**config.mk**
```make
export PLATFORM = sky130hd
export DESIGN_NAME = pwm_capture
export DESIGN_NICKNAME = d
export VERILOG_FILES = /design/src/rtl/pwm_capture.sv
export SDC_FILE = /design/constraint.sdc
export NUM_CORES = 1
export LEC_CHECK = 0
export ABC_CLOCK_PERIOD_IN_PS = 2000
export CORE_MARGIN = 1.5
export CORE_UTILIZATION = 40
export CTS_CLUSTER_DIAMETER = 150
export DETAILED_ROUTE_END_ITERATION = 8
export PLACE_DENSITY_LB_ADDON = 0.05
export SYNTH_ARGS = -nofsm -noshare
export SYNTH_HDL_FRONTEND = slang
export SYNTH_SLANG_ARGS = --single-unit
```
**constraint.sdc**
```tcl
create_clock -name clk -period 2 [get_ports clk]
set_clock_uncertainty 0.1 [all_clocks]
set_input_delay 0.2 -clock clk [delete_from_list [all_inputs] [get_ports clk]]
set_output_delay 0.2 -clock clk [all_outputs]
set_load 0.05 [all_outputs]
```
**src/rtl/pwm_capture.sv**
```systemverilog
// Measures high time and rising-to-rising period of an async PWM input; updates land 2 clks after the first sampling edge.
// valid is a one-cycle pulse with no backpressure; stuck flags a timeout (no edge within 2^WIDTH-1 cycles).
module pwm_capture #(
  parameter int WIDTH = 8
) (
  input  logic             clk,
  input  logic             rst,
  input  logic             pwm_in,
  output logic [WIDTH-1:0] duty,
  output logic [WIDTH-1:0] period,
  output logic             valid,
  output logic             stuck
);

  typedef enum logic {IDLE, MEASURE} state_t;

  localparam logic [WIDTH-1:0] CNT_MAX = '1;

  state_t           state_q, state_d;
  logic             s1, s, s_d;
  logic [WIDTH-1:0] cnt, high_cnt;
  logic             rise, fall, at_max;
  logic             measured, timeout;

  always_ff @(posedge clk) begin
    if (rst) begin
      s1  <= 1'b0;
      s   <= 1'b0;
      s_d <= 1'b0;
    end else begin
      s1  <= pwm_in;
      s   <= s1;
      s_d <= s;
    end
  end

  assign rise   = s & ~s_d;
  assign fall   = ~s & s_d;
  assign at_max = (cnt == CNT_MAX);

  // Any edge beats the timeout, so a period of exactly CNT_MAX is still measured.
  always_comb begin
    state_d  = state_q;
    measured = 1'b0;
    timeout  = 1'b0;
    case (state_q)
      IDLE: begin
        if (rise) state_d = MEASURE;
      end
      MEASURE: begin
        if (rise) begin
          measured = 1'b1;
        end else if (!fall && at_max) begin
          timeout = 1'b1;
          state_d = IDLE;
        end
      end
      default: state_d = IDLE;
    endcase
  end

  always_ff @(posedge clk) begin
    if (rst) begin
      state_q  <= IDLE;
      cnt      <= '0;
      high_cnt <= '0;
      duty     <= '0;
      period   <= '0;
      valid    <= 1'b0;
      stuck    <= 1'b0;
    end else begin
      state_q <= state_d;
      valid   <= measured | timeout;
      if (state_q == IDLE) begin
        if (rise) cnt <= {{(WIDTH-1){1'b0}}, 1'b1};
      end else if (measured) begin
        period <= cnt;
        duty   <= high_cnt;
        stuck  <= 1'b0;
        cnt    <= {{(WIDTH-1){1'b0}}, 1'b1};
      end else if (timeout) begin
        period <= CNT_MAX;
        duty   <= s ? CNT_MAX : '0;
        stuck  <= 1'b1;
      end else begin
        if (fall) high_cnt <= cnt;
        // A fall landing on CNT_MAX parks the counter; the timeout fires next cycle.
        if (!at_max) cnt <= cnt + 1'b1;
      end
    end
  end

endmodule

```
=== Yosys cells after proc, flatten, opt, wreduce, memory -nomap -nowiden ===
Index checks and enable logic that the tools add are counted.

* Register bits after elaboration: 38
* Input port bits: 3
* Output and inout port bits: 18

* Add/sub/neg operators: 1
* Equal/unequal tests: 3
* Multiplexer cells: 20
* Bitwise gates (word level): 8
* Reductions and logical operators: 7

{| class="wikitable"
|+ Operators by type and width
! kind !! count
|-
| 8-bit 2-to-1 mux || 10
|-
| 1-bit 2-to-1 mux || 9
|-
| 8-bit by 1-bit adder with 8-bit output, second input constant || 1
|-
| 8-bit equality test, second input constant || 1
|-
| 1-bit inverter || 5
|-
| 4-bit AND reduction || 1
|-
| 2-bit nonzero test || 2
|-
| 3-bit by 2-bit != test with 1-bit output, second input constant || 1
|-
| 3-bit != test, second input constant || 1
|-
| 3-bit AND reduction || 1
|-
| 1-bit bitwise AND || 2
|-
| 1-bit one-hot mux with 2 select lines || 1
|-
| 2-bit AND reduction || 1
|-
| 1-bit logical AND || 1
|-
| 1-bit logical NOT || 1
|-
| 1-bit bitwise OR || 1
|}

=== Depth between registers and ports, before layout ===
Gate-level depths: netlist (run 1).

* Depth after elaboration: 10
* Gate-level depth with buffers: 6
* Mapped depth without buffers: 5

=== Least setup slack after synthesis (run 1) ===
Ideal clock, no wire load.

* Path kind: register to register
* From: register cnt[0]
* To: register cnt[5]
* Library setup time: 70 ps
* Arrival: 1553 ps
* Setup slack: 277 ps
* Cell stages (with the launch flop): 6
* Period minus slack after synthesis: 1723 ps
* Cell sequence: dfxtp_1 > ha_1 > and3_1 > a211o_1 > or3_1 > a21oi_1

* Word-level cells in the longest chain between the ends: 7

{| class="wikitable"
|+ Ends and longest elaborated chain
! element !! line !! text
|-
| start, declared || 21 || <nowiki>logic [WIDTH-1:0] cnt, high_cnt;</nowiki>
|-
| start signal, assigned || 75 || <nowiki>if (rise) cnt <= {{(WIDTH-1){1'b0}}, 1'b1};</nowiki>
|-
| start signal, assigned || 80 || <nowiki>cnt <= {{(WIDTH-1){1'b0}}, 1'b1};</nowiki>
|-
| start signal, assigned || 88 || <nowiki>if (!at_max) cnt <= cnt + 1'b1;</nowiki>
|-
| parallel branches: the longest is 7 deep, another holds 8-bit by 1-bit adder with 8-bit output || -- ||
|}

Several ways; the timed one is not identified. The select of a mux whose other input is x is not followed.
A chain may end at the register's enable or synchronous reset.

=== Worst setup path after layout (run 1) ===
Ends and elaborated chain as after synthesis.

==> results of run 1 <==
cell type report:
type / instances / share of cell area [%]
sequential: 38 / 40.2
multi-input combinational: 103 / 35.3
timing repair buffer: 31 / 14.9
clock buffer: 8 / 5.81
tap: 46 / 3.04
inverter: 4 / 0.793
sequential cells by signal (all words and copies together), names as in the netlist:
signal,count
cnt,8
duty,8
high_cnt,8
period,8
s,1
s1,1
s_d,1
state_q,1
stuck,1
valid,1
stage by stage:
| stage | utilization [%] | setup slack (ns) |
|---|---|---|
| CTS | 54.8 | 0.134 |
| detailed placement | 51.6 | 0.138 |
| floorplan | - | 0.277 |
| global placement | 51.6 | 0.214 |
| finish | 55.0 | 0.175 |
| global route | 55.0 | 0.0767 |
routing by layer:
metal / up-vias / part of all wire [%] / routed length [um]
met2: 19 / 47 / 1550
met4: 0 / 0 / 0
li1: 637 / - / -
met5: - / 0 / 0
met3: 0 / 3.1 / 104
met1: 599 / 50 / 1680
where the power goes:
group          internal, mW  switching, mW
clock                 0.348          0.252
sequential            0.765        0.00756
combinational        0.0250         0.0435
total                  1.14          0.303
worst paths after layout:
path / start / to / slack [ns]
max: cnt[0]$_SDFFE_PP0P_ / cnt[5]$_SDFFE_PP0P_ / 0.17
min: s1$_SDFF_PP0_ / s$_SDFF_PP0_ / 0.35
max reg2reg: cnt[0]$_SDFFE_PP0P_ / cnt[5]$_SDFFE_PP0P_ / 0.17
min reg2reg: s1$_SDFF_PP0_ / s$_SDFF_PP0_ / 0.35
cells by family after synthesis:
kind of cell	synth area share, %
compound gates	22.3
simple gates	14.0
flops	51.1
buf+inv	3.95
mux	5.38
xor+xnor	2.36
fa+ha+maj	0.841
placed cells by master, fill, tap and decap left out, types with 3 or more instances in the layout:
| cell | instances |
|---|---|
| dfxtp_1 | 38 |
| a21oi_1 | 23 |
| clkdlybuf4s50_1 | 20 |
| nor2_1 | 14 |
| buf_4 | 11 |
| a221oi_1 | 8 |
| o221a_2 | 8 |
| mux2i_1 | 8 |
| clkbuf_8 | 8 |
| nand2_1 | 7 |
| nand3_1 | 4 |
| o21ai_0 | 4 |
| nor2b_1 | 3 |
| inv_1 | 3 |
| nand4_1 | 3 |
| xor2_1 | 3 |
worst reg2reg max path: stages (launching register included):
cell and delay (ns):
dfxtp_1 0.36, ha_1 0.24, and3_1 0.22, a211o_1 0.36, or3_1 0.35, a21oi_1 0.13
repair_timing:
action                                  CTS  global route
buffers inserted                          0             1
resized for setup                         0             0
endpoints found under the setup margin    0             2
hold endpoints to repair                  0             0
==> out/results.tsv, run 1 <==
stage	metric	value	unit
synth	synth_cell_types	30	
grt	grt_overflow	0	
synth	synth_fp_nets	156	
die	fp-row-count	21	
grt	gr-usage-met3	5.28	%
timing	min_period	1.83	ns
route	ant_nets	0	
layout	design_area	1890	um^2
layout	num_antenna_cells	0	
clock_network	worstSkewPairLatency	0.29	ns
die	ios	21	
worst_setup_path	crit_fanout	5	
hold_path	min_path_cells	1	
grt	groute.usage.overall	18.3	%
synth	synth_top_area_share	51.1	%
clock_network	clk_pin_slew	0.07	ns
synth	async_reset_ff_share	0	%
clock_network	cts_hold_buf	0	
power_and_ir_drop	powerDensity	760	nW/um^2
route	drc	0	
synth	synth_top_area_cell	dfxtp_1	
route	via_count	1255	
worst_setup_path	arrival	1.95	ns
timing	slew_viol_final	0	
worst_setup_path	crit_type	reg -> reg	
worst_setup_path	worst-r2r-cell-count	5	
synth	ys_ff_latch	38	
synth	syn_area	1490	um^2
worst_setup_path	crit_path_top_delay_cell	dfxtp_1	
clock_network	tritoncts	yes	
layout	drive_above_1_share	15.2	%
timing	worst_hold_slack	0.349	ns
route	firstDrtPassIters	4	
timing	fmax	548	MHz
clock_network	cts_buffer_depth	2	
synth	netlist_instances	152	
placement	place_inst	221	
synth	avgSynthCellArea	9.79	um^2
placement	detailed_place_hpwl	2.37	mm
worst_setup_path	slowest_delay	0.36	ns
layout	fin_cells	230	
worst_setup_path	worstSetupPathDepth	5	
die	initial_core_util	43.2	%
clock_network	cts-root-buf	clkbuf_8	
layout	synthToLayoutAreaGrowth	27.3	%
synth	netlist_top_cells_count	38 x dfxtp_1, 23 x a21oi_1, 14 x nor2_1	
timing	relSlewSlack	65.9	%
power_and_ir_drop	ir_worst_vdd	482	uV
worst_setup_path	endpoint_kind	flip-flop	
layout	regArea	761	um^2
synth	synth_warnings	0	
timing	period_share	91.3	%
layout	fin_nets	187	
die	fp.dieH	64.0	um
timing	setup_tns	0	ns
die	die_area	4090	um^2
hold_path	min_path_type	reg -> reg	
grt	globalRouteMet2Util	27.7	%
clock_network	cts_inserted_buffers	5	
die	die_x	64.0	um
run_status	status	completed	
layout	multi_input_area	668	um^2
route	vias_per_cell	5.46	
clock_network	htree_levels	2	
timing	rsz0062_at_grt	no	
worst_setup_path	critPathLaunchType	flip-flop	
die	core_area	3440	um^2
synth	ys_seq_area_share	51.1	%
timing	setup_violations	0	
placement	placed_area	1780	um^2
grt	met1_usage	25.2	%
worst_setup_path	critical_path_required	2.12	ns
grt	grt_pass1_wl	5.84	mm
synth	synth_area_leaders	dfxtp_1 51%, a21oi_1 7.7%, o221a_2 6.1%	
synth	synth-edff-count	0	
timing	hold_viol_final	0	
route	drt-wirelength-per-cell	14.5	um
timing	worst_slew_pin_slew	0.509	ns
synth	synth_ff_type	dfxtp_1	
flow_run	drv_cap	0	
worst_setup_path	cp_top_family	simple AND/OR/NAND/NOR gates	
route	drt_iter0_drc	81	
grt	busiest_layer	met2	
worst_setup_path	crit_chain	ha_1, and3_1, a211o_1, or3_1, a21oi_1	
placement	port_buffers	20	
synth	synth.most_common_cell	dfxtp_1	
placement	place_congestion	0.823	
power_and_ir_drop	fin_total_pwr	1.44	mW
grt	grt_pass1_vias	1223	
route	drt-total-wl	3.33	mm
grt	antenna_found_initial	0	
clock_network	clock_sinks	38	
power_and_ir_drop	leakage	0.743	nW
layout	fillers	323	
worst_setup_path	cp_num_buf_inv	0	
grt	grt_max_degree	24	
Note: power is estimated with default switching activity, not from simulation.
==> run 2, diff against run 1 <==
==> config.mk (replaced) <==
export PLATFORM = sky130hd
export DESIGN_NAME = pwm_capture
export DESIGN_NICKNAME = d
export VERILOG_FILES = /design/src/rtl/pwm_capture.sv
export SDC_FILE = /design/constraint.sdc
export NUM_CORES = 1
export LEC_CHECK = 0
export ABC_CLOCK_PERIOD_IN_PS = 2100
export CELL_PAD_IN_SITES_DETAIL_PLACEMENT = 0
export CELL_PAD_IN_SITES_GLOBAL_PLACEMENT = 2
export CORE_MARGIN = 1.5
export CORE_UTILIZATION = 35
export CTS_CLUSTER_DIAMETER = 150
export DETAILED_ROUTE_END_ITERATION = 8
export PLACE_DENSITY_LB_ADDON = 0.1
export SYNTH_ARGS = -nofsm -noshare
export SYNTH_HDL_FRONTEND = slang
export SYNTH_SLANG_ARGS = --single-unit
==> constraint.sdc (replaced) <==
create_clock -name clk -period 2.1 [get_ports clk]
set_clock_uncertainty 0.1 [all_clocks]
set_input_delay 0.21 -clock clk [delete_from_list [all_inputs] [get_ports clk]]
set_output_delay 0.21 -clock clk [all_outputs]
set_load 0.05 [all_outputs]
==> out/results.tsv, run 2 (synthesis results as in run 1) <==
stage	metric	value	unit	change
grt	grt_pass1_vias	1294		+5.8%
timing	period_share	93.2	%	+1.9 points
die	fp.dieH	68.2	um	+6.6%
grt	antenna_found_initial	0		unchanged
route	drt_iter0_drc	70		-14%
route	via_count	1276		+1.7%
worst_setup_path	crit_type	reg -> reg		
layout	fin_nets	184		-1.6%
grt	grt_overflow	0		unchanged
placement	port_buffers	20		unchanged
grt	grt_max_degree	24		unchanged
clock_network	cts_inserted_buffers	5		unchanged
timing	fmax	511	MHz	-6.7%
clock_network	cts_buffer_depth	2		unchanged
layout	final_common_cell	dfxtp_1		
placement	placed_area	1760	um^2	-0.99%
layout	design_area	1860	um^2	-1.9%
power_and_ir_drop	fin_total_pwr	1.32	mW	-8.7%
die	fp-row-count	23		+9.5%
clock_network	clk_pin_slew	0.07	ns	about the same
run_status	status	completed		
layout	final_cell_mix	38 x dfxtp_1, 23 x a21oi_1, 20 x clkdlybuf4s50_1		
layout	synthToLayoutAreaGrowth	24.9	%	
route	ant_nets	0		unchanged
clock_network	htree_levels	2		unchanged
worst_setup_path	worst-r2r-cell-count	5		unchanged
worst_setup_path	cp-startpoint	cnt[0]$_SDFFE_PP0P_		
route	vias_per_cell	5.52		+1.2%
layout	drive_above_1_share	13.3	%	-2.0 points
worst_setup_path	crit_end	period[2]$_SDFFE_PP0P_		
die	initial_core_util	36.9	%	-6.3 points
worst_setup_path	ff2ff_setup_slack	0.14	ns	-0.03 ns
timing	hold_viol_final	0		unchanged
power_and_ir_drop	powerDensity	708	nW/um^2	-6.9%
clock_network	cts_resized	0		unchanged
layout	fillers	414		+28%
die	ios	21		unchanged
worst_setup_path	rr_startpoint	cnt[0]$_SDFFE_PP0P_		
placement	place_inst	222		+0.45%
timing	setup_violations	0		unchanged
route	drt-wirelength-per-cell	15.8	um	+9.3%
clock_network	tritoncts	yes		
placement	dpl_worst_slack	0.208	ns	+0.0697 ns
timing	worst_hold_slack	0.345	ns	-0.00407 ns
worst_setup_path	endpoint_kind	flip-flop		
grt	grt_pass1_wl	6.38	mm	+9.2%
worst_setup_path	r2r_end	period[2]$_SDFFE_PP0P_		
timing	min_period	1.96	ns	+0.131 ns
worst_setup_path	crit_fanout	8		+3
clock_network	cts-root-buf	clkbuf_8		
layout	post-route-util	46.1	%	-8.9 points
die	die_x	68.2	um	+6.6%
route	drc	0		unchanged
die	core_area	4030	um^2	+17%
timing	rsz0062_at_grt	no		
placement	detailed_place_hpwl	2.59	mm	+9.5%
timing	setup_slack	0.143	ns	-0.0313 ns
worst_setup_path	critPathLaunchType	flip-flop		
worst_setup_path	arrival	2.10	ns	+0.15 ns
worst_setup_path	critical_path_required	2.24	ns	+0.12 ns
hold_path	min_path_type	reg -> reg		
clock_network	clock_sinks	38		unchanged
route	drt-total-wl	3.66	mm	+9.8%
timing	setup_tns	0	ns	unchanged
power_and_ir_drop	leakage	0.719	nW	-3.3%
placement	place_congestion	0.762		-7.4%
layout	fin_cells	231		+0.43%
clock_network	worstSkewPairLatency	0.29	ns	about the same
route	firstDrtPassIters	6		+2
layout	num_antenna_cells	0		unchanged
timing	worst_slew_pin_slew	0.539	ns	+0.0292 ns
power_and_ir_drop	ir_worst_vdd	357	uV	-26%
timing	relSlewSlack	63.9	%	-2.0 points
die	die_area	4650	um^2	+14%
flow_run	drv_cap	0		unchanged
timing	slew_viol_final	0		unchanged
grt	groute.usage.overall	18.8	%	+0.55 points
## run 2: how the worst min path moves through the flow
| stage | from | end | slack, ns | cells past startpoint |
|---|---|---|---|---|
| after detailed placement | s1$_SDFF_PP0_ | s$_SDFF_PP0_ | 0.33 | 1 |
| final | s1$_SDFF_PP0_ | s$_SDFF_PP0_ | 0.34 | 1 |
| after global routing | s1$_SDFF_PP0_ | s$_SDFF_PP0_ | 0.36 | 1 |
| after floorplan | rst | s$_SDFF_PP0_ | 0.18 | 1 |
| after CTS | s1$_SDFF_PP0_ | s$_SDFF_PP0_ | 0.35 | 1 |
| after global placement | s1$_SDFF_PP0_ | s$_SDFF_PP0_ | 0.32 | 1 |
## run 2: timing repair
action,in CTS,in global routing
endpoints found under the hold margin,0,0
hold buffers,0,0
endpoints found under the setup margin,0,5
buffers inserted,0,1
## run 2: per-layer routing
metal / wire length (um) / global-route usage (%) / share of wire, % / vias to the layer above
met5: 0 / 0 / 0 / -
met4: 74 / 8.25 / 2.0 / 0
met3: 126 / 3.95 / 3.4 / 7
met2: 1800 / 30.5 / 49 / 23
met1: 1660 / 24.1 / 45 / 620
li1: - / - / - / 626
## run 2: worst max-delay path: stages (launching register included)
cell and delay, ns:
dfxtp_1 0.43, ha_1 0.22, and3_1 0.23, a31oi_1 0.14
nor3_2 0.49, o221a_2 0.30
## run 2: power by group
group	switching [mW]	total (mW)	internal (mW)
clock network	0.253	0.518	0.265
logic	0.0383	0.0585	0.0202
registers	0.0111	0.739	0.728
total	0.303	1.32	1.01
## run 2: layout make-up
class | instances | area, um^2 | share of cell area (%)
Clock buffer | 7 | 86.3 | 4.65
Clock inverter | 1 | 5.00 | 0.269
Tap cell | 50 | 62.6 | 3.37
Timing Repair Buffer | 28 | 260 | 14.0
Sequential cell | 38 | 761 | 40.9
Multi-Input combinational cell | 103 | 668 | 36.0
Inverter | 4 | 15.0 | 0.808
